`src/rtl/cpu_types_pkg.sv`:
```
// Shared CPU types for the ID/EX stage: data/register widths, ALU opcodes,
// ID/EX FSM states and the packed ID/EX payload with its bubble value.
package cpu_types_pkg;

  typedef logic [31:0] word_t;
  typedef logic [4:0]  regbits_t;

  typedef enum logic [3:0] {
    ALU_SLL  = 4'd0,
    ALU_SRL  = 4'd1,
    ALU_ADD  = 4'd2,
    ALU_SUB  = 4'd3,
    ALU_AND  = 4'd4,
    ALU_OR   = 4'd5,
    ALU_XOR  = 4'd6,
    ALU_NOR  = 4'd7,
    ALU_SLT  = 4'd8,
    ALU_SLTU = 4'd9
  } aluop_t;

  typedef enum logic [1:0] {
    RUN    = 2'd0,
    STALL  = 2'd1,
    HALTED = 2'd2
  } idex_state_t;

  typedef struct packed {
    word_t       npc;
    logic        dren;
    logic        dwen;
    logic        regwr;
    logic [2:0]  regsel;
    regbits_t    regdst;
    regbits_t    rs;
    regbits_t    rt;
    word_t       rdat1;
    word_t       rdat2;
    word_t       imm;
    word_t       shamt;
    aluop_t      aluop;
    logic [2:0]  alusrc;
    logic        halt;
    word_t       lui;
  } idex_t;

  // A bubble is a fully cleared payload: no memory access, no writeback, no halt.
  localparam idex_t IDEX_BUBBLE = '0;

endpackage

```
`src/rtl/id_ex_latch_load_use_detect.sv`:
```
// Load-use hazard compare: the load sitting in EX writes a register that the
// instruction in ID is about to read. r0 never creates a dependency.
module id_ex_latch_load_use_detect
  import cpu_types_pkg::*;
(
  input  logic     run,
  input  logic     ex_dren,
  input  regbits_t ex_regdst,
  input  regbits_t id_rs,
  input  regbits_t id_rt,
  input  logic     id_rtused,
  output logic     hazard
);

  assign hazard = run && ex_dren && (ex_regdst != '0) &&
                  ((ex_regdst == id_rs) || (id_rtused && (ex_regdst == id_rt)));

endmodule

```
`src/rtl/id_ex_latch.sv`:
```
// ID/EX pipeline register with load-use bubble insertion and stall generation.
// Optional feature macro: IDEX_BUBBLE_CNT_EN adds a saturating count of
// hazard/stall bubbles on port bubble_cnt (flush bubbles are not counted).
//
//  state  | meaning
//  RUN    | normal capture of decode outputs each enabled edge
//  STALL  | inserting the remaining load-use bubbles, PC and IF/ID held
//  HALTED | halt captured; everything frozen until reset
module id_ex_latch
  import cpu_types_pkg::*;
#(
  parameter int STALL_CYCLES = 1
`ifdef IDEX_BUBBLE_CNT_EN
  , parameter int CNT_W = 16
`endif
) (
  input  logic       CLK,
  input  logic       nRST,
  input  logic       exen,
  input  logic       flush,
  input  word_t      id_nPC,
  input  word_t      id_rdat1,
  input  word_t      id_rdat2,
  input  word_t      id_imm,
  input  word_t      id_shamt,
  input  word_t      id_lui,
  input  logic       id_dREN,
  input  logic       id_dWEN,
  input  logic       id_regWr,
  input  logic       id_halt,
  input  logic [2:0] id_regSel,
  input  logic [2:0] id_ALUSrc,
  input  aluop_t     id_ALUOp,
  input  regbits_t   id_regDst,
  input  regbits_t   id_rs,
  input  regbits_t   id_rt,
  input  logic       id_rtUsed,
  output word_t      ex_nPC,
  output word_t      ex_rdat1,
  output word_t      ex_rdat2,
  output word_t      ex_imm,
  output word_t      ex_shamt,
  output word_t      ex_lui,
  output logic       ex_dREN,
  output logic       ex_dWEN,
  output logic       ex_regWr,
  output logic       ex_halt,
  output logic [2:0] ex_regSel,
  output logic [2:0] ex_ALUSrc,
  output aluop_t     ex_ALUOp,
  output regbits_t   ex_regDst,
  output regbits_t   ex_rs,
  output regbits_t   ex_rt,
  output logic       stall
`ifdef IDEX_BUBBLE_CNT_EN
  , output logic [CNT_W-1:0] bubble_cnt
`endif
);

  // cnt holds the bubbles still owed after the one inserted on the hazard edge
  localparam logic [1:0] STALL_INIT = 2'(STALL_CYCLES - 1);

  idex_state_t state_q, state_d;
  logic [1:0]  cnt_q, cnt_d;
  idex_t       ex_q, ex_d;
  idex_t       id_in;
  logic        hazard;

  // Gather decode outputs into one payload
  always_comb begin
    id_in        = IDEX_BUBBLE;
    id_in.npc    = id_nPC;
    id_in.dren   = id_dREN;
    id_in.dwen   = id_dWEN;
    id_in.regwr  = id_regWr;
    id_in.regsel = id_regSel;
    id_in.regdst = id_regDst;
    id_in.rs     = id_rs;
    id_in.rt     = id_rt;
    id_in.rdat1  = id_rdat1;
    id_in.rdat2  = id_rdat2;
    id_in.imm    = id_imm;
    id_in.shamt  = id_shamt;
    id_in.aluop  = id_ALUOp;
    id_in.alusrc = id_ALUSrc;
    id_in.halt   = id_halt;
    id_in.lui    = id_lui;
  end

  id_ex_latch_load_use_detect u_load_use_detect (
    .run       (state_q == RUN),
    .ex_dren   (ex_q.dren),
    .ex_regdst (ex_q.regdst),
    .id_rs     (id_rs),
    .id_rt     (id_rt),
    .id_rtused (id_rtUsed),
    .hazard    (hazard)
  );

  // A flush in the same cycle as a hazard wins, so no stall is raised then
  assign stall = exen && !flush && (state_q != HALTED) && (hazard || (state_q == STALL));

  // Next-state and next-payload selection: HALTED > !exen > flush > hazard/STALL > load
  always_comb begin
    state_d = state_q;
    cnt_d   = cnt_q;
    ex_d    = ex_q;
    if ((state_q != HALTED) && exen) begin
      if (flush) begin
        ex_d    = IDEX_BUBBLE;
        cnt_d   = '0;
        state_d = RUN;
      end else if (hazard) begin
        ex_d    = IDEX_BUBBLE;
        cnt_d   = STALL_INIT;
        state_d = (STALL_INIT != 2'd0) ? STALL : RUN;
      end else if (state_q == STALL) begin
        ex_d = IDEX_BUBBLE;
        if (cnt_q <= 2'd1) begin
          cnt_d   = '0;
          state_d = RUN;
        end else begin
          cnt_d = cnt_q - 2'd1;
        end
      end else begin
        ex_d = id_in;
        if (id_halt) state_d = HALTED;
      end
    end
  end

  // State, counter and payload registers
  always_ff @(posedge CLK or negedge nRST) begin
    if (!nRST) begin
      state_q <= RUN;
      cnt_q   <= '0;
      ex_q    <= IDEX_BUBBLE;
    end else begin
      state_q <= state_d;
      cnt_q   <= cnt_d;
      ex_q    <= ex_d;
    end
  end

`ifdef IDEX_BUBBLE_CNT_EN
  logic [CNT_W-1:0] bcnt_q, bcnt_d;

  // Every edge taken while stall is high loads a hazard/STALL bubble
  always_comb begin
    bcnt_d = bcnt_q;
    if (stall && (bcnt_q != '1)) bcnt_d = bcnt_q + {{(CNT_W-1){1'b0}}, 1'b1};
  end

  // Saturating bubble counter, cleared only by reset
  always_ff @(posedge CLK or negedge nRST) begin
    if (!nRST) bcnt_q <= '0;
    else       bcnt_q <= bcnt_d;
  end

  assign bubble_cnt = bcnt_q;
`endif

  assign ex_nPC    = ex_q.npc;
  assign ex_rdat1  = ex_q.rdat1;
  assign ex_rdat2  = ex_q.rdat2;
  assign ex_imm    = ex_q.imm;
  assign ex_shamt  = ex_q.shamt;
  assign ex_lui    = ex_q.lui;
  assign ex_dREN   = ex_q.dren;
  assign ex_dWEN   = ex_q.dwen;
  assign ex_regWr  = ex_q.regwr;
  assign ex_halt   = ex_q.halt;
  assign ex_regSel = ex_q.regsel;
  assign ex_ALUSrc = ex_q.alusrc;
  assign ex_ALUOp  = ex_q.aluop;
  assign ex_regDst = ex_q.regdst;
  assign ex_rs     = ex_q.rs;
  assign ex_rt     = ex_q.rt;

endmodule
```
`config.mk`:
```
export PLATFORM = sky130hd
export DESIGN_NAME = id_ex_latch
export DESIGN_NICKNAME = d
export VERILOG_FILES = /design/src/rtl/cpu_types_pkg.sv /design/src/rtl/id_ex_latch_load_use_detect.sv /design/src/rtl/id_ex_latch.sv
export SDC_FILE = /design/constraint.sdc
export NUM_CORES = 1
export LEC_CHECK = 0
export ABC_AREA = 1
export CAP_MARGIN = 10
export CELL_PAD_IN_SITES_DETAIL_PLACEMENT = 0
export CELL_PAD_IN_SITES_GLOBAL_PLACEMENT = 2
export CORE_MARGIN = 3
export CORE_UTILIZATION = 23
export CTS_BUF_LIST = sky130_fd_sc_hd__clkbuf_8
export CTS_CLUSTER_SIZE = 30
export DETAILED_ROUTE_END_ITERATION = 16
export PLACE_DENSITY_LB_ADDON = 0.1
export SLEW_MARGIN = 20
export SYNTH_ARGS = -nofsm -noshare
export SYNTH_HDL_FRONTEND = slang
export SYNTH_SLANG_ARGS = --single-unit
```
`constraint.sdc`:
```
create_clock -name CLK -period 1.8 [get_ports CLK]
set_input_delay 0.36 -clock CLK [delete_from_list [all_inputs] [get_ports CLK]]
set_output_delay 0.36 -clock CLK [all_outputs]
set_load 0.005 [all_outputs]
```
==> impl_metrics.toml, run 1 <==
[hold_path]
hold_class = "primary input to asynchronous set/reset pin"

[floorplanning]
die_x_um = 204.0
io-pin-count = 448
core_area_mm2 = 0.03811
start_util = 0.2366
die_h_um = 204.0
core.rowCount = 71
die-area_mm2 = 0.04161

[worst_setup_path]
critPathKind = "flip-flop to primary output"
cpMostUsedCell = "buf_6"
worstPathArrival_ps = 1820
required_ps = 1440
crit_family = "flip-flops"
crit_slowest_cell = "dfrtp_2"
critical-path-max-stage-delay_ps = 450
path_buf_inv = 2
cp-start-kind = "flip-flop"
crit_chain = "buf_6, xnor2_2, nand3_1, nand2_2, nand2_8, nor3_4, buf_6"
end_kind = "primary output"
crit_path_max_fanout = 4

[routing]
ant_nets = 0
routed_wl_um = 39230
drc = 0
drtIter0Drc = 394
viasPerCell = 4.272
dr.pass1.iters = 4
vias = 8720
wl_per_cell_um = 19.22

[timing]
max_freq_mhz = 458.0
slew_headroom = 0.6636
skew_ps = 15.29
hold_viol = 0
slew_violations = 0
post-route-period-util = 1.213
period_minus_slack_ps = 2183
tightest_slew_ps = 504.6
setup_slack_ps = -383.3
rsz0062_at_grt = "yes"
finalSetupViolations = 206

[pwr]
power_density_mw_per_mm2 = 690.6
power_w = 0.01047
peakVddDrop_uv = 359.7
p_leak_nw = 8.795

[placement]
gp_congestion = 0.7628
place_inst = 1953
hpwl_um = 26050
port_buffers = 447
dpl_cell_area_mm2 = 0.01438

[final_layout]
utilization = 0.3977
stdcell_area_mm2 = 0.01516
nNetsFinal = 1724
area_delta_synth_final_pct = 68.10
fillers = 3886
finalNonFillerCells = 2041
drive_above_1_share = 0.08841

[clocking]
clk_pin_slew_worst_paths_ps = 50
cts_htree_levels = 2
cts_root_buffer = "clkbuf_8"
cts_buffer_depth = 3
cts_sinks = 222
clock_latency_ps = 570
cts_tree = "built"
cts-buffers-inserted = 44

[global_routing]
grt_use_total = 0.1854
grt_max_degree = 83
grt_pass1_wl_um = 58760
antenna_found_initial = 5
grt_pass1_vias = 9236
grt_overflow_total = 0

[synthesis]
synthCells = 1017
synth_cell_types = 15
yosys_warnings = 0
syn_avg_cell_area_um2 = 8.865
synth_fp_nets = 1243
netlist_area_mm2 = 0.009016
ys_ff_latch = 222
synth_seq_area_share = 0.6162

[outcome]
status = "finished with violations"
violations = "setup timing"

[run]
max_cap_viol_count = 0
repair_timing:
action	in CTS	in global routing
resized for setup	253	8
setup buffers	4	1
gates cloned	5	0
pin swaps	4	3
setup endpoints to repair	444	225
hold buffers	1	0
hold endpoints to repair	41	0
cell families (layout without fill, tap and decap cells):
logic type | after synthesis | in the layout | synth area share
xor+xnor | 1 | 1 | 0.0009716
buf+inv | 88 | 598 | 0.05690
flops | 222 | 222 | 0.6162
other cells | 0 | 3 | 0
simple gates | 706 | 706 | 0.3260
cells in the mapped netlist:
| cell type | number | area [um2] |
|---|---|---|
| dfrtp_1 | 222 | 5555 |
| inv_1 | 12 | 45.04 |
| buf_6 | 20 | 225.2 |
| buf_2 | 26 | 130.1 |
| clkbuf_1 | 23 | 86.33 |
| nand4_1 | 1 | 6.260 |
| nor2_2 | 1 | 6.260 |
| xnor2_1 | 1 | 8.760 |
| nor3_1 | 1 | 5.000 |
| nor2_1 | 7 | 26.28 |
| buf_1 | 3 | 11.26 |
| nand2_2 | 1 | 6.260 |
| nand3_1 | 224 | 1121 |
| inv_2 | 4 | 15.01 |
| nand2_1 | 471 | 1768 |
sequential cells by signal, indices dropped and copies added, names as in the netlist:
register,cells
ex_ALUOp,4
ex_rs,5
ex_ALUSrc,3
ex_shamt,32
ex_rt,5
ex_rdat2,32
ex_regWr,1
ex_nPC,32
ex_dWEN,1
ex_rdat1,32
ex_imm,32
state_q,1
ex_regDst,5
ex_dREN,1
ex_halt,1
ex_lui,32
ex_regSel,3
cells in the final DEF, fill, tap and decap left out, types with 7 or more instances in the layout:
cell type / instances
inv_1: 31
clkbuf_8: 52
clkdlybuf4s50_1: 224
nor2_1: 7
nand2_1: 469
dfrtp_1: 218
buf_4: 26
dlygate4sd2_1: 215
buf_12: 22
nand3_1: 224
final cells by class:
cell class / instances / area [um2] / share of cell area
inverter: 16 / 60.06 / 0.003963
timing repair buffer: 507 / 5089 / 0.3358
multi-input combinational: 707 / 2995 / 0.1976
sequential: 222 / 5560 / 0.3669
antenna: 3 / 7.507 / 0.0004953
clock buffer: 52 / 715.7 / 0.04722
tap: 511 / 639.4 / 0.04219
clock inverter: 23 / 88.84 / 0.005861
metal layers:
metal	global-route usage	up-vias	part of all wire
li1	-	4219	-
met1	0.2207	4112	0.40
met2	0.2961	322	0.47
met3	0.07963	65	0.099
met4	0.07471	2	0.033
met5	0	-	0.00023
path summary, 6_finish.rpt:
path | start | endpoint | slack (ps) | cells after the start
hold reg to reg | ex_rdat1[0] | ex_rdat1[0] | 470 | 2
setup reg to reg | ex_regDst[0] | ex_ALUOp[3] | -150 | 10
min in group CLK | id_rdat1[24] | ex_rdat1[24] | 340 | 3
hold / removal | nRST | ex_imm[16] | 320 | 2
setup / recovery | ex_regDst[2] | stall | -380 | 7
max in group asynchronous | nRST | ex_ALUSrc[0] | 890 | 3
through the flow:
| step | hold slack [ps] | setup slack [ps] | TNS, ps |
|---|---|---|---|
| after floorplan | 64.41 | 247.3 | 0 |
| after global placement | 337.3 | -750.3 | -110790 |
| after detailed placement | 340.5 | -739.5 | -111680 |
| after CTS | 260.5 | -463.2 | -21420 |
| after global routing | 296.8 | -568.5 | -41820 |
| final | 322.9 | -383.3 | -11420 |
report_power, final:
group	total, W	internal (W)	switching, W	leakage, nW
logic	0.000683	0.000476	0.000207	5.21
clock network	0.00479	0.00258	0.00220	0.494
registers	0.00500	0.00500	0	3.09
No activity file was read; power rests on OpenSTA's default activity.
==> run 2: changes to the inputs <==
--- a/config.mk
+++ b/config.mk
@@ -15,4 +15,5 @@
 export CTS_CLUSTER_SIZE = 30
 export DETAILED_ROUTE_END_ITERATION = 16
+export HOLD_SLACK_MARGIN = 0.1
 export PLACE_DENSITY_LB_ADDON = 0.1
 export SLEW_MARGIN = 20
==> constraint.sdc (replaced) <==
create_clock -name CLK -period 1.8 [get_ports CLK]
set_input_delay 0.36 -clock CLK [delete_from_list [all_inputs] [get_ports CLK]]
set_output_delay 0.36 -clock CLK [all_outputs]
set_load 0.05 [all_outputs]
==> run 2 against run 1 <==
Against the previous run:
- the run still ends with setup timing left
- global-route usage is 1.1 points lower
- design area is 3.4% lower
- via count is 1.1% lower
- utilization is 1.3 points lower
- worst hold slack worse by 79 ps
- non-clock buffer count is 13 lower
- combinational power is 1% lower
- die area stayed put
- cell count is 0.73% lower
- flip-flop and latch count stayed put
- critical path type unchanged
==> impl_metrics.toml, run 2 (synthesized netlist as in run 1, its figures left out) <==
[worst_setup_path]
end_kind = "primary output"
worstPathArrival_ps = 1880
crit_path_max_fanout = 7
critPathKind = "flip-flop to primary output"
crit_chain = "nand2_1, nand2_1, nor2_1, nand3_1, nand2_2, nand2_8, nor3_4, buf_12"
path_buf_inv = 1
cpMostUsedCell = "nand2_1"
crit_slowest_cell = "dfrtp_2"
cp-start-kind = "flip-flop"
critical-path-max-stage-delay_ps = 460
crit_start = "ex_regDst[0]"
r2r-start = "ex_regDst[0]"
required_ps = 1440
crit_family = "simple AND/OR/NAND/NOR gates"

[final_layout]
mostFrequentLayoutCell = "nand2_1"
utilization = 0.3842
stdcell_area_mm2 = 0.01464
drive_above_1_share = 0.2260
most-common-layout-cells = "nand2_1 (467), buf_4 (244), nand3_1 (224), clkdlybuf4s50_1 (224), dfrtp_1 (217)"
area_delta_synth_final_pct = 62.41
nNetsFinal = 1711

[pwr]
pwr-share-seq = 0.479
peakVddDrop_uv = 457.2
pwr-share-clk = 0.456
comb_power_share = 0.065
p_sw_w = 0.002447
sw_frac_of_total = 0.2349
power.internal_w = 0.007971
p_leak_nw = 8.023
power_density_mw_per_mm2 = 711.4

[routing]
drtIter0Drc = 475
ant_nets = 0
viasPerCell = 4.257
dr.pass1.iters = 4
routed_wl_um = 37470
wl_per_cell_um = 18.50
vias = 8624
drc = 0

[floorplanning]
die_h_um = 204.0
core.rowCount = 71
start_util = 0.2366
io-pin-count = 448
core_area_mm2 = 0.03811
die_x_um = 204.0
die-area_mm2 = 0.04161

[timing]
slew_headroom = 0.7486
post-route-period-util = 1.246
period_minus_slack_ps = 2244
hold_viol = 0
skew_ps = 17.96
rsz0062_at_grt = "yes"
setup_slack_ps = -443.6
tightest_slew_ps = 377.2
finalSetupViolations = 1
max_freq_mhz = 445.7
slew_violations = 0

[outcome]
status = "finished with violations"
violations = "setup timing"

[clocking]
cts_root_buffer = "clkbuf_8"
clk_pin_slew_worst_paths_ps = 50
cts_htree_levels = 2
clock_latency_ps = 580
cts_buffer_depth = 3
cts_sinks = 222
cts_tree = "built"
cts-buffers-inserted = 44

[placement]
hpwl_um = 26230
port_buffers = 447
gp_congestion = 0.7862
dpl_cell_area_mm2 = 0.01377

[global_routing]
grt_overflow_total = 0
grt_use_total = 0.1747
antenna_found_initial = 6
grt_pass1_vias = 8902
grt_max_degree = 77
grt_pass1_wl_um = 55990

[run]
max_cap_viol_count = 0

[hold_path]
hold_class = "primary input to asynchronous set/reset pin"
==> run 2: cell types whose count changed in the layout (fill, tap and decap cells not counted), sizes merged <==
cell           before  now
clkbuf             53   51
clkinvlp            0    2
dlygate4sd2       215    0
diode               3    2
bufbuf              1    0
clkdlybuf4s15       1    0
buf                63  268
dlymetal6s2s        1    0
inv                37   34
clkinv              2    4
==> run 2: worst register-to-register path: stages, from the launching register on <==
cell and delay [ps]:
dfrtp_2 460, nand2_1 90, nand2_1 60, nor2_1 100, nand3_1 90, nand2_2 130, nand2_8 70, buf_12 170
buf_4 220, nand3_1 100, nand2_1 60
==> run 2: power by group through the flow <==
stage	clock (W)	sequential, W	combinational (W)
6_report	0.00475	0.00499	0.000673
5_1_grt	0.00525	0.00499	0.000733
4_1_cts	0.00504	0.00499	0.000691
3_5_place_dp	0	0.00508	0.000684
3_3_place_gp	0	0.00508	0.000687
2_1_floorplan	0	0.00508	0.0000186
==> run 2: worst paths after layout <==
| path | endpoint | slack (ps) | depth (start not counted) |
|---|---|---|---|
| hold / removal | ex_rdat1[12] | 240 | 2 |
| setup reg to reg | ex_rdat1[13] | 150 | 10 |
| setup / recovery | stall | -440 | 8 |
| hold reg to reg | ex_shamt[26] | 480 | 2 |
| max in group asynchronous | ex_rdat2[28] | 810 | 4 |
| min in group CLK | ex_nPC[21] | 330 | 3 |
==> run 2: metrics by stage <==
| step | total power [W] | std cells | setup TNS [ps] | hold slack (ps) | worst slack (ps) |
|---|---|---|---|---|---|
| floorplan | 0.005102 | 1017 | -166.7 | 64.41 | -166.7 |
| global placement | 0.005768 | 1946 | -88170 | 246.8 | -455.8 |
| detailed placement | 0.005765 | 1946 | -79190 | 249.7 | -429.3 |
| CTS | 0.01073 | 2023 | -534.1 | 187.7 | -534.1 |
| global route | 0.01098 | 2026 | -587.7 | 214.8 | -586.7 |
| finish | 0.01042 | 2026 | -443.6 | 243.6 | -443.6 |
==> run 2: cell type report <==
type / instances / area [um2]
Tap cell: 511 / 639.4
Fill cell: 3944 / 23470
Antenna cell: 2 / 5.005
Timing Repair Buffer: 494 / 4591
Multi-Input combinational cell: 707 / 2995
Clock inverter: 24 / 102.6
Clock buffer: 50 / 688.2
Sequential cell: 222 / 5562
Inverter: 16 / 60.06
==> run 2: per-layer routing <==
| metal | GRT usage | vias up | routed length (um) |
|---|---|---|---|
| met5 | 0 | - | 44 |
| met4 | 0.06586 | 6 | 1061 |
| met3 | 0.06546 | 69 | 3494 |
| met2 | 0.2816 | 305 | 17620 |
| met1 | 0.2136 | 4058 | 15260 |
| li1 | - | 4186 | - |
==> run 2: what timing repair did <==
action                                 4_1_cts  5_1_grt
endpoints found under the hold margin      192        0
resized for setup                            2        5
pin swaps                                    2        3
setup endpoints to repair                    1       44
hold buffers                                 1        0
setup buffers                                2        0
gates cloned                                 0        1
